--- src/rtl/accum_mc.sv ---
// Multi-channel pipelined signed accumulator: one shared adder, per-channel state,
// S1 (capture + read) -> S2 (add/saturate/write) with same-channel forwarding.

module accum_mc_lane #(
  parameter int DOUT_WIDTH = 40
) (
  input  logic                  clk,
  input  logic                  i_clr,
  input  logic                  i_we,
  input  logic [DOUT_WIDTH-1:0] i_val,
  input  logic                  i_ovf,
  input  logic                  i_restart,
  output logic [DOUT_WIDTH-1:0] o_acc,
  output logic                  o_sticky
);
  logic [DOUT_WIDTH-1:0] r_acc;
  logic                  r_sticky;

  always_ff @(posedge clk) begin
    if (i_clr) begin
      r_acc    <= '0;
      r_sticky <= 1'b0;
    end else if (i_we) begin
      r_acc <= i_val;
      if (i_restart)  r_sticky <= 1'b0;
      else if (i_ovf) r_sticky <= 1'b1;
    end
  end

  assign o_acc    = r_acc;
  assign o_sticky = r_sticky;
endmodule

module accum_mc #(
  parameter  int NUM_CH     = 4,
  parameter  int DIN_WIDTH  = 32,
  parameter  int DOUT_WIDTH = 40,
  parameter  int SATURATE   = 1,
  localparam int CH_W       = (NUM_CH > 1) ? $clog2(NUM_CH) : 1
) (
  input  logic                  clk,
  input  logic                  rst,
  input  logic                  in_valid,
  input  logic [CH_W-1:0]       in_ch,
  input  logic [DIN_WIDTH-1:0]  in_data,
  input  logic                  in_restart,
  input  logic                  clear_all,
  output logic                  out_valid,
  output logic [CH_W-1:0]       out_ch,
  output logic [DOUT_WIDTH-1:0] out_accum,
  output logic                  out_ovf,
  output logic [NUM_CH-1:0]     ovf_sticky
);
  localparam int              SW   = DOUT_WIDTH + 1;
  localparam logic [CH_W:0]   NCH  = (CH_W+1)'(NUM_CH);
  localparam logic [DOUT_WIDTH-1:0] MAXP = {1'b0, {(DOUT_WIDTH-1){1'b1}}};
  localparam logic [DOUT_WIDTH-1:0] MINN = ~MAXP;

  logic w_clr, w_accept;
  assign w_clr    = rst | clear_all;
  assign w_accept = in_valid && ({1'b0, in_ch} < NCH) && !w_clr;

  // [0]=S1 holds a sample, [1]=S2 holds a sample, [2]=result registered
  logic [2:0] r_vld_pipe;

  logic [CH_W-1:0]       r_s1_ch, r_s2_ch, r_out_ch;
  logic [DIN_WIDTH-1:0]  r_s1_data, r_s2_data;
  logic                  r_s1_restart, r_s2_restart;
  logic [DOUT_WIDTH-1:0] r_s2_acc, r_out_accum;
  logic                  r_out_ovf;

  logic [NUM_CH-1:0][DOUT_WIDTH-1:0] w_acc;
  logic [NUM_CH-1:0]                 w_sticky;
  logic [DOUT_WIDTH-1:0]             w_s1_acc, w_res;
  logic [SW-1:0]                     w_sext, w_sum;
  logic                              w_sum_ovf, w_ovf;

  // S2 arithmetic at DOUT_WIDTH+1 bits so the top two bits reveal overflow
  assign w_sext    = {{(SW-DIN_WIDTH){r_s2_data[DIN_WIDTH-1]}}, r_s2_data};
  assign w_sum     = {r_s2_acc[DOUT_WIDTH-1], r_s2_acc} + w_sext;
  assign w_sum_ovf = w_sum[SW-1] ^ w_sum[SW-2];

  always_comb begin
    w_ovf = 1'b0;
    w_res = w_sum[DOUT_WIDTH-1:0];
    if (r_s2_restart) begin
      w_res = w_sext[DOUT_WIDTH-1:0];
    end else if (w_sum_ovf) begin
      w_ovf = 1'b1;
      if (SATURATE != 0) w_res = w_sum[SW-1] ? MINN : MAXP;
    end
  end

  // S1 read; S2 result bypasses the array when it targets the same channel
  always_comb begin
    w_s1_acc = '0;
    for (int i = 0; i < NUM_CH; i++)
      if (r_s1_ch == CH_W'(i)) w_s1_acc = w_acc[i];
    if (r_vld_pipe[1] && (r_s2_ch == r_s1_ch)) w_s1_acc = w_res;
  end

  always_ff @(posedge clk) begin
    if (w_accept) begin
      r_s1_ch      <= in_ch;
      r_s1_data    <= in_data;
      r_s1_restart <= in_restart;
    end
    if (r_vld_pipe[0]) begin
      r_s2_ch      <= r_s1_ch;
      r_s2_data    <= r_s1_data;
      r_s2_restart <= r_s1_restart;
      r_s2_acc     <= w_s1_acc;
    end
  end

  always_ff @(posedge clk) begin
    if (rst) begin
      r_vld_pipe  <= '0;
      r_out_ch    <= '0;
      r_out_accum <= '0;
      r_out_ovf   <= 1'b0;
    end else begin
      r_vld_pipe <= clear_all ? 3'b000 : {r_vld_pipe[1:0], w_accept};
      if (r_vld_pipe[1] && !clear_all) begin
        r_out_ch    <= r_s2_ch;
        r_out_accum <= w_res;
        r_out_ovf   <= w_ovf;
      end
    end
  end

  for (genvar g = 0; g < NUM_CH; g++) begin : g_lane
    accum_mc_lane #(.DOUT_WIDTH(DOUT_WIDTH)) u_lane (
      .clk       (clk),
      .i_clr     (w_clr),
      .i_we      (r_vld_pipe[1] && (r_s2_ch == CH_W'(g))),
      .i_val     (w_res),
      .i_ovf     (w_ovf),
      .i_restart (r_s2_restart),
      .o_acc     (w_acc[g]),
      .o_sticky  (w_sticky[g])
    );
  end

  assign out_valid  = r_vld_pipe[2];
  assign out_ch     = r_out_ch;
  assign out_accum  = r_out_accum;
  assign out_ovf    = r_out_ovf;
  assign ovf_sticky = w_sticky;
endmodule

--- config.mk ---
export PLATFORM = sky130hd
export DESIGN_NAME = accum_mc
export DESIGN_NICKNAME = d
export VERILOG_FILES = /design/src/rtl/accum_mc.sv
export SDC_FILE = /design/constraint.sdc
export NUM_CORES = 1
export LEC_CHECK = 0
export ABC_AREA = 1
export BUFFER_PORTS_ARGS = -buffer_cell sky130_fd_sc_hd__buf_2
export CORE_MARGIN = 2
export CORE_UTILIZATION = 31
export CTS_CLUSTER_SIZE = 40
export DETAILED_ROUTE_END_ITERATION = 12
export GPL_ROUTABILITY_DRIVEN = 0
export GPL_TIMING_DRIVEN = 0
export HOLD_SLACK_MARGIN = 0.03
export SKIP_LAST_GASP = 1
export SYNTH_ARGS = -nofsm -noshare
export SYNTH_HDL_FRONTEND = slang
export SYNTH_SLANG_ARGS = --single-unit
--- constraint.sdc ---
create_clock -name clk -period 7.94 [get_ports clk]
set_input_delay 1.191 -clock clk [delete_from_list [all_inputs] [get_ports clk]]
set_output_delay 1.191 -clock clk [all_outputs]
set_load 0.05 [all_outputs]
==> summary.txt, run 1 <==
Routing
  • Routed WL per cell: 18.4 um
  • Number of DRC markers in iteration 0: 1643
  • DR vias/cell: 5.08
  • Vias: 15300
  • Post-route DRC violation count: 0
  • Post-Route WL: 55300 um
  • DRT Pass-1 Iters: 6
  • Post-route ant nets: 0

Clocking
  • TritonCTS Buffers: 38
  • CTS root buf: clkbuf_16
  • H-tree depth: 2
  • Longest Clk Path Bufs: 3
  • Setup Fix Bufs, Post-CTS: 0
  • CTS resizes: 0
  • Clk sinks: 320
  • Clk slew on worst S/H paths: 0.06 ns
  • CTS tree: yes
  • Hold-fix buffers, CTS: 0
  • Clock network latency to the later pin of the worst-skew pair: 0.56 ns

Global route
  • Vias in the first global route: 14400
  • Global-route wire length before repair: 84200 um
  • Largest net degree at the start of global routing: 40
  • Gr ovfl total: 0
  • GRT Overall Usage: 0.204
  • Initial antenna violation count: 0

Pwr
  • Leak Pwr: 0.00821 uW
  • Int Pwr: 2820 uW
  • Design Power: 3840 uW
  • Seq pwr share: 0.454
  • Net switching power: 1020 uW
  • Max IR drop VDD: 127 uV
  • Sw Ratio: 0.265
  • Comb pwr share: 0.101
  • Power per cell area: 205 mW/mm^2
  • Clock network fraction of design power: 0.445

Setup path
  • R2R Path End: r_s2_acc[39]
  • CP delay by family, top: simple AND/OR/NAND/NOR gates
  • Max FO, Critical Path: 6
  • CP bufs+invs: 2
  • Worst path slowest cell: o21ai_0
  • R2R setup slack: 4.08 ns
  • CP endpoint kind: flip-flop
  • Setup Crit Path Kind: flip-flop to flip-flop
  • Worst stage delay on the critical path: 1.08 ns
  • R2R cell count: 16
  • Most common cell on crit path: nand2_1
  • Crit path arrival time: 4.24 ns
  • Reg-to-Reg Start: r_s2_data[0]
  • Critical path cell sequence: ha_1, inv_1, fa_1, inv_1, nand2_1, nand2_1, nand3b_1, nand2_1, nand2_1, nand3_2, nand2_2, nand3_1, nand2_4, o21ai_0, nand2_1, nand2_1
  • CP required: 8.32 ns
  • Startpoint types: flip-flop

Yosys
  • Synth Area per Inst: 7.46 sq um
  • Area share of the largest cell type after synthesis: 0.260
  • Synth unique cells: 47
  • Post-synth EDFFs: 110
  • Synthesized cell area: 0.0162 sq mm
  • Syn. warnings: 0
  • FFs w/ async S/R, synth: 0
  • Commonest cells post-synth: 460 x nand2_1, 313 x nor2_1, 254 x inv_1, 210 x dfxtp_1, 199 x o21ai_0
  • Area leader, netlist: dfxtp_1
  • Register area share after synthesis: 0.464
  • Top post-synthesis cells by area: dfxtp_1 26%, edfxtp_1 20%, nand2_1 11%
  • Main synth FF type: dfxtp_1
  • Top-count cell post-synth: nand2_1
  • Cell count after synthesis: 2168
  • Number of synthesized register bits: 320
  • Syn Nets: 2248

Timing
  • Tcrit/Tclk final: 0.486
  • Max Slew Vio Count: 0
  • Final-report hold violation count: 0
  • Finish-stage setup viols: 0
  • Slew headroom: 0.0495
  • RSZ-0062 raised after global routing: false
  • Worst Max-Slew Pin Slew: 1.41 ns
  • Fmax: 259 MHz
  • Worst Skew: 0.0168 ns
  • Final setup margin: 4.08 ns
  • Final TNS setup: 0 ns
  • Final Critical Period: 3.86 ns

Hold path
  • Hold-critical path depth: 0
  • WHS Endpoint: r_s2_data[20]
  • Hold Crit Start: r_s1_data[20]
  • Worst hold path type: flip-flop to flip-flop

Status
  • Run status: completed

Finish
  • Final Util: 0.364
  • Layout Area Growth over Synthesis: 15.7%
  • Share of post-route cells with drive strength above 1: 0.0877
  • ANT cells: 0
  • # fillers: 5414
  • Final #Nets: 2376

Die
  • I/O pin cnt: 87
  • Die ar.: 0.0540 sq mm
  • Core box area: 0.0515 sq mm
  • Cell Rows: 83
  • Die Y: 232 um
  • Initial Util: 0.314
  • Die width: 232 um

Placed design
  • Pre-CTS setup slack: 4.24 ns
  • Detail Placement HPWL: 42400 um
  • # port buffers: 86

Flow run
  • Max cap viols: 0
-- cells in the final DEF, fill, tap and decap left out, types with 8 or more instances in the layout --
master,netlist,layout
edfxtp_1,110,110
nand2_1,460,460
dfxtp_1,210,209
a21oi_1,120,120
o22ai_1,14,14
nand4_1,19,19
buf_2,2,88
a31oi_1,13,13
inv_1,254,254
buf_1,8,8
nand3_1,163,163
a22o_1,11,11
o21a_1,27,27
a221oi_1,12,12
nand2_2,12,12
xor2_1,14,14
clkbuf_1,84,91
o21ai_0,199,199
ha_1,40,40
clkbuf_16,0,39
nor2_1,313,312
-- kinds of logic (layout without fill, tap and decap cells) --
group | Yosys count | count (layout) | synth area share
AND/OR/NAND/NOR | 991 | 991 | 0.253
AO/OA/AOI/OAI | 429 | 429 | 0.150
buffers and inverters | 368 | 525 | 0.0902
flip-flops | 320 | 320 | 0.464
adder cells (fa/ha/maj) | 41 | 41 | 0.0322
XOR/XNOR | 19 | 19 | 0.0103
-- power groups by stage --
stage               Clock, uW  Combinational, uW  Sequential, uW
floorplan                   0                236            1780
global placement            0                372            1780
detailed placement          0                380            1780
CTS                      1740                382            1740
global route             1810                421            1740
finish                   1710                389            1740
-- routing by layer --
metal,up-vias,share of wire,global-route usage
met3,94,0.078,0.0317
met2,631,0.46,0.332
met5,-,0,0
met4,0,0.028,0.0659
met1,7183,0.43,0.276
li1,7350,-,-
-- state kept, by name, summed over array words and instances (netlist names) --
signal and flops:
g_lane.u_lane.o_acc 160, g_lane.u_lane.o_sticky 4, out_accum 40, out_ch 2, out_ovf 1, r_s1_ch 2, r_s1_data 32, r_s1_restart 1
r_s2_acc 40, r_s2_ch 2, r_s2_data 32, r_s2_restart 1, r_vld_pipe 3
-- worst max path at each step --
stage | cells after the start | to | from
floorplan | 4 | r_s1_ch[0] | rst
global placement | 5 | r_s1_data[23] | rst
detailed placement | 16 | r_s2_acc[39] | r_s2_data[0]
CTS | 16 | r_s2_acc[39] | r_s2_data[0]
global route | 16 | r_s2_acc[39] | r_s2_data[0]
finish | 16 | r_s2_acc[39] | r_s2_data[0]
-- per-stage QoR --
stage               std cells  area (sq um)  hold WS [ns]
floorplan                2168         16200         0.400
global placement         2934         17500         0.407
detailed placement       2936         17500         0.405
CTS                      3005         18700         0.413
global route             3005         18700         0.418
finish                   3005         18700         0.418
-- cell type report --
cell class / instances / area (sq um) / share of cell area
plain buffers: 107 / 479 / 0.0256
multi-input cells: 1480 / 7220 / 0.386
flip-flops and latches: 320 / 7510 / 0.401
inverters: 261 / 980 / 0.0523
clock buffers: 53 / 1090 / 0.0583
clock inverters: 16 / 119 / 0.00635
repair buffers: 88 / 470 / 0.0251
well taps: 680 / 851 / 0.0454
-- worst register-to-register path, cell delays in order (launching register included) --
cell and delay, ns:
edfxtp_1 0.42, ha_1 0.26, inv_1 0.07, fa_1 0.41
inv_1 0.13, nand2_1 0.08, nand2_1 0.07, nand3b_1 0.08
nand2_1 0.20, nand2_1 0.11, nand3_2 0.16, nand2_2 0.10
nand3_1 0.13, nand2_4 0.09, o21ai_0 1.08, nand2_1 0.11
nand2_1 0.21
Power figures use the tool's default switching activity.
==> run 2: changes to the inputs <==
==> constraint.sdc (replaced) <==
create_clock -name clk -period 3.85 [get_ports clk]
set_input_delay 0.5775 -clock clk [delete_from_list [all_inputs] [get_ports clk]]
set_output_delay 0.5775 -clock clk [all_outputs]
set_load 0.05 [all_outputs]
==> run 2 against run 1 <==
Effect of this change: routed wire length about the same; clock skew unchanged; largest power group unchanged; worst setup slack got worse by 3.8 ns; via count unchanged; global-route usage unchanged; sequential power increased by 110%; register-to-register slack got worse by 3.8 ns; flip-flop and latch count unchanged; highest routed layer unchanged.
==> summary.txt, run 2 (synthesized netlist as in run 1, its figures left out) <==
Placed design
  • Detail Placement HPWL: 42400 um
  • # port buffers: 86
  • Cells after DPL: 2936
  • Pre-CTS setup slack: 0.154 ns

Timing
  • Tcrit/Tclk final: 0.929
  • Max Slew Vio Count: 0
  • Fmax: 279 MHz
  • Finish-stage setup viols: 0
  • Final TNS setup: 0 ns
  • RSZ-0062 raised after global routing: false
  • Final Critical Period: 3.58 ns
  • Worst Max-Slew Pin Slew: 1.30 ns
  • Final-report hold violation count: 0
  • Worst Skew: 0.0168 ns
  • Final setup margin: 0.272 ns
  • Slew headroom: 0.127

Global route
  • Global-route wire length before repair: 84200 um
  • M1 GR Usage: 0.276
  • Met3 usage: 0.0317
  • Grt peak-use layer: met2
  • GRT Overall Usage: 0.204
  • Gr ovfl total: 0
  • Vias in the first global route: 14400
  • Global Route met2 Usage: 0.332
  • Initial antenna violation count: 0
  • Largest net degree at the start of global routing: 40

Routing
  • Post-route DRC violation count: 0
  • DRT Pass-1 Iters: 6
  • Number of DRC markers in iteration 0: 1643
  • Post-Route WL: 55300 um
  • Routed WL per cell: 18.4 um
  • Vias: 15300
  • Post-route ant nets: 0
  • DR vias/cell: 5.08

Finish
  • # fillers: 5414
  • Layout Area Growth over Synthesis: 15.7%
  • Share of post-route cells with drive strength above 1: 0.0877
  • Most common cell after layout, fill and taps aside: nand2_1
  • Layout Cells excl Fill: 3005
  • Final #Nets: 2376
  • ANT cells: 0
  • Final Util: 0.364
  • Max reg flops: 160
  • Most frequent cells in the layout: 460 x nand2_1, 312 x nor2_1, 254 x inv_1
  • Area of the multi-input gates: 0.00722 sq mm
  • Register area: 0.00751 sq mm

Setup path
  • CP endpoint kind: flip-flop
  • Crit path arrival time: 3.83 ns
  • CP required: 4.10 ns
  • Startpoint types: flip-flop
  • R2R cell count: 20
  • Max FO, Critical Path: 10
  • Setup Crit Path Kind: flip-flop to flip-flop

Hold path
  • Hold-critical path depth: 1
  • Worst hold path type: input pin to flip-flop

Status
  • Run status: completed

Clocking
  • Clock network latency to the later pin of the worst-skew pair: 0.56 ns
  • Hold-fix buffers, CTS: 0
  • CTS root buf: clkbuf_16
  • Clk slew on worst S/H paths: 0.06 ns
  • Longest Clk Path Bufs: 3
  • H-tree depth: 2
  • Clk sinks: 320
  • CTS tree: yes
  • TritonCTS Buffers: 38

Die
  • I/O pin cnt: 87
  • Cell Rows: 83
  • Core box area: 0.0515 sq mm
  • Die width: 232 um
  • Initial Util: 0.314
  • Die ar.: 0.0540 sq mm
  • Die Y: 232 um

Pwr
  • Design Power: 7920 uW
  • Power per cell area: 423 mW/mm^2
  • Max IR drop VDD: 263 uV
  • Leak Pwr: 0.00821 uW

Flow run
  • Max cap viols: 0
run 2: cell counts in the layout (fill, tap and decap cells not counted):
No cell type changed its count.
run 2: power breakdown:
group          switching [uW]  internal (uW)
combinational             591            212
sequential               43.0           3550
clock                    1470           2060
run 2: metal layers:
| metal | up-vias | part of all wire |
|---|---|---|
| li1 | 7350 | - |
| met1 | 7181 | 0.43 |
| met2 | 633 | 0.46 |
| met3 | 94 | 0.078 |
| met4 | 0 | 0.028 |
| met5 | - | 0 |
run 2: what timing repair did:
action,in CTS,in global routing
setup buffers,0,0
setup endpoints to repair,0,3
gates resized for setup,0,1
run 2: critical path, cell delays in order, from the launching register on:
cell,delay [ns]
edfxtp_1,0.42
ha_1,0.25
inv_1,0.07
fa_1,0.40
inv_1,0.13
nand2_1,0.08
nand2_1,0.07
nand3b_1,0.08
nand2_1,0.20
nand2_1,0.11
nand3_2,0.16
nand2_2,0.10
nand2_2,0.08
nand2_1,0.05
nand2_1,0.08
nand2_2,0.13
buf_6,0.19
nand3_1,0.07
nand3_1,0.31
nand2_1,0.14
o21ai_0,0.14
run 2: final timing paths:
kind / end / start / slack, ns
max: r_s2_acc[20] / r_s2_data[0] / 0.27
min: r_s1_ch[1] / in_ch[1] / 0.19
max reg2reg: r_s2_acc[20] / r_s2_data[0] / 0.27
min reg2reg: r_s2_data[20] / r_s1_data[20] / 0.42
run 2: layout make-up:
class	count	area share
Sequential cell	320	0.401
Multi-Input combinational cell	1480	0.386
Clock buffer	53	0.0583
Inverter	261	0.0523
Tap cell	680	0.0454
Buffer	107	0.0256
Timing Repair Buffer	88	0.0251
Clock inverter	16	0.00635
run 2: per-stage QoR:
stage,hold slack (ns),cell area [sq um]
2_1_floorplan,0.400,16200
3_3_place_gp,0.407,17500
3_5_place_dp,0.405,17500
4_1_cts,0.169,18700
5_1_grt,0.172,18700
6_report,0.194,18700
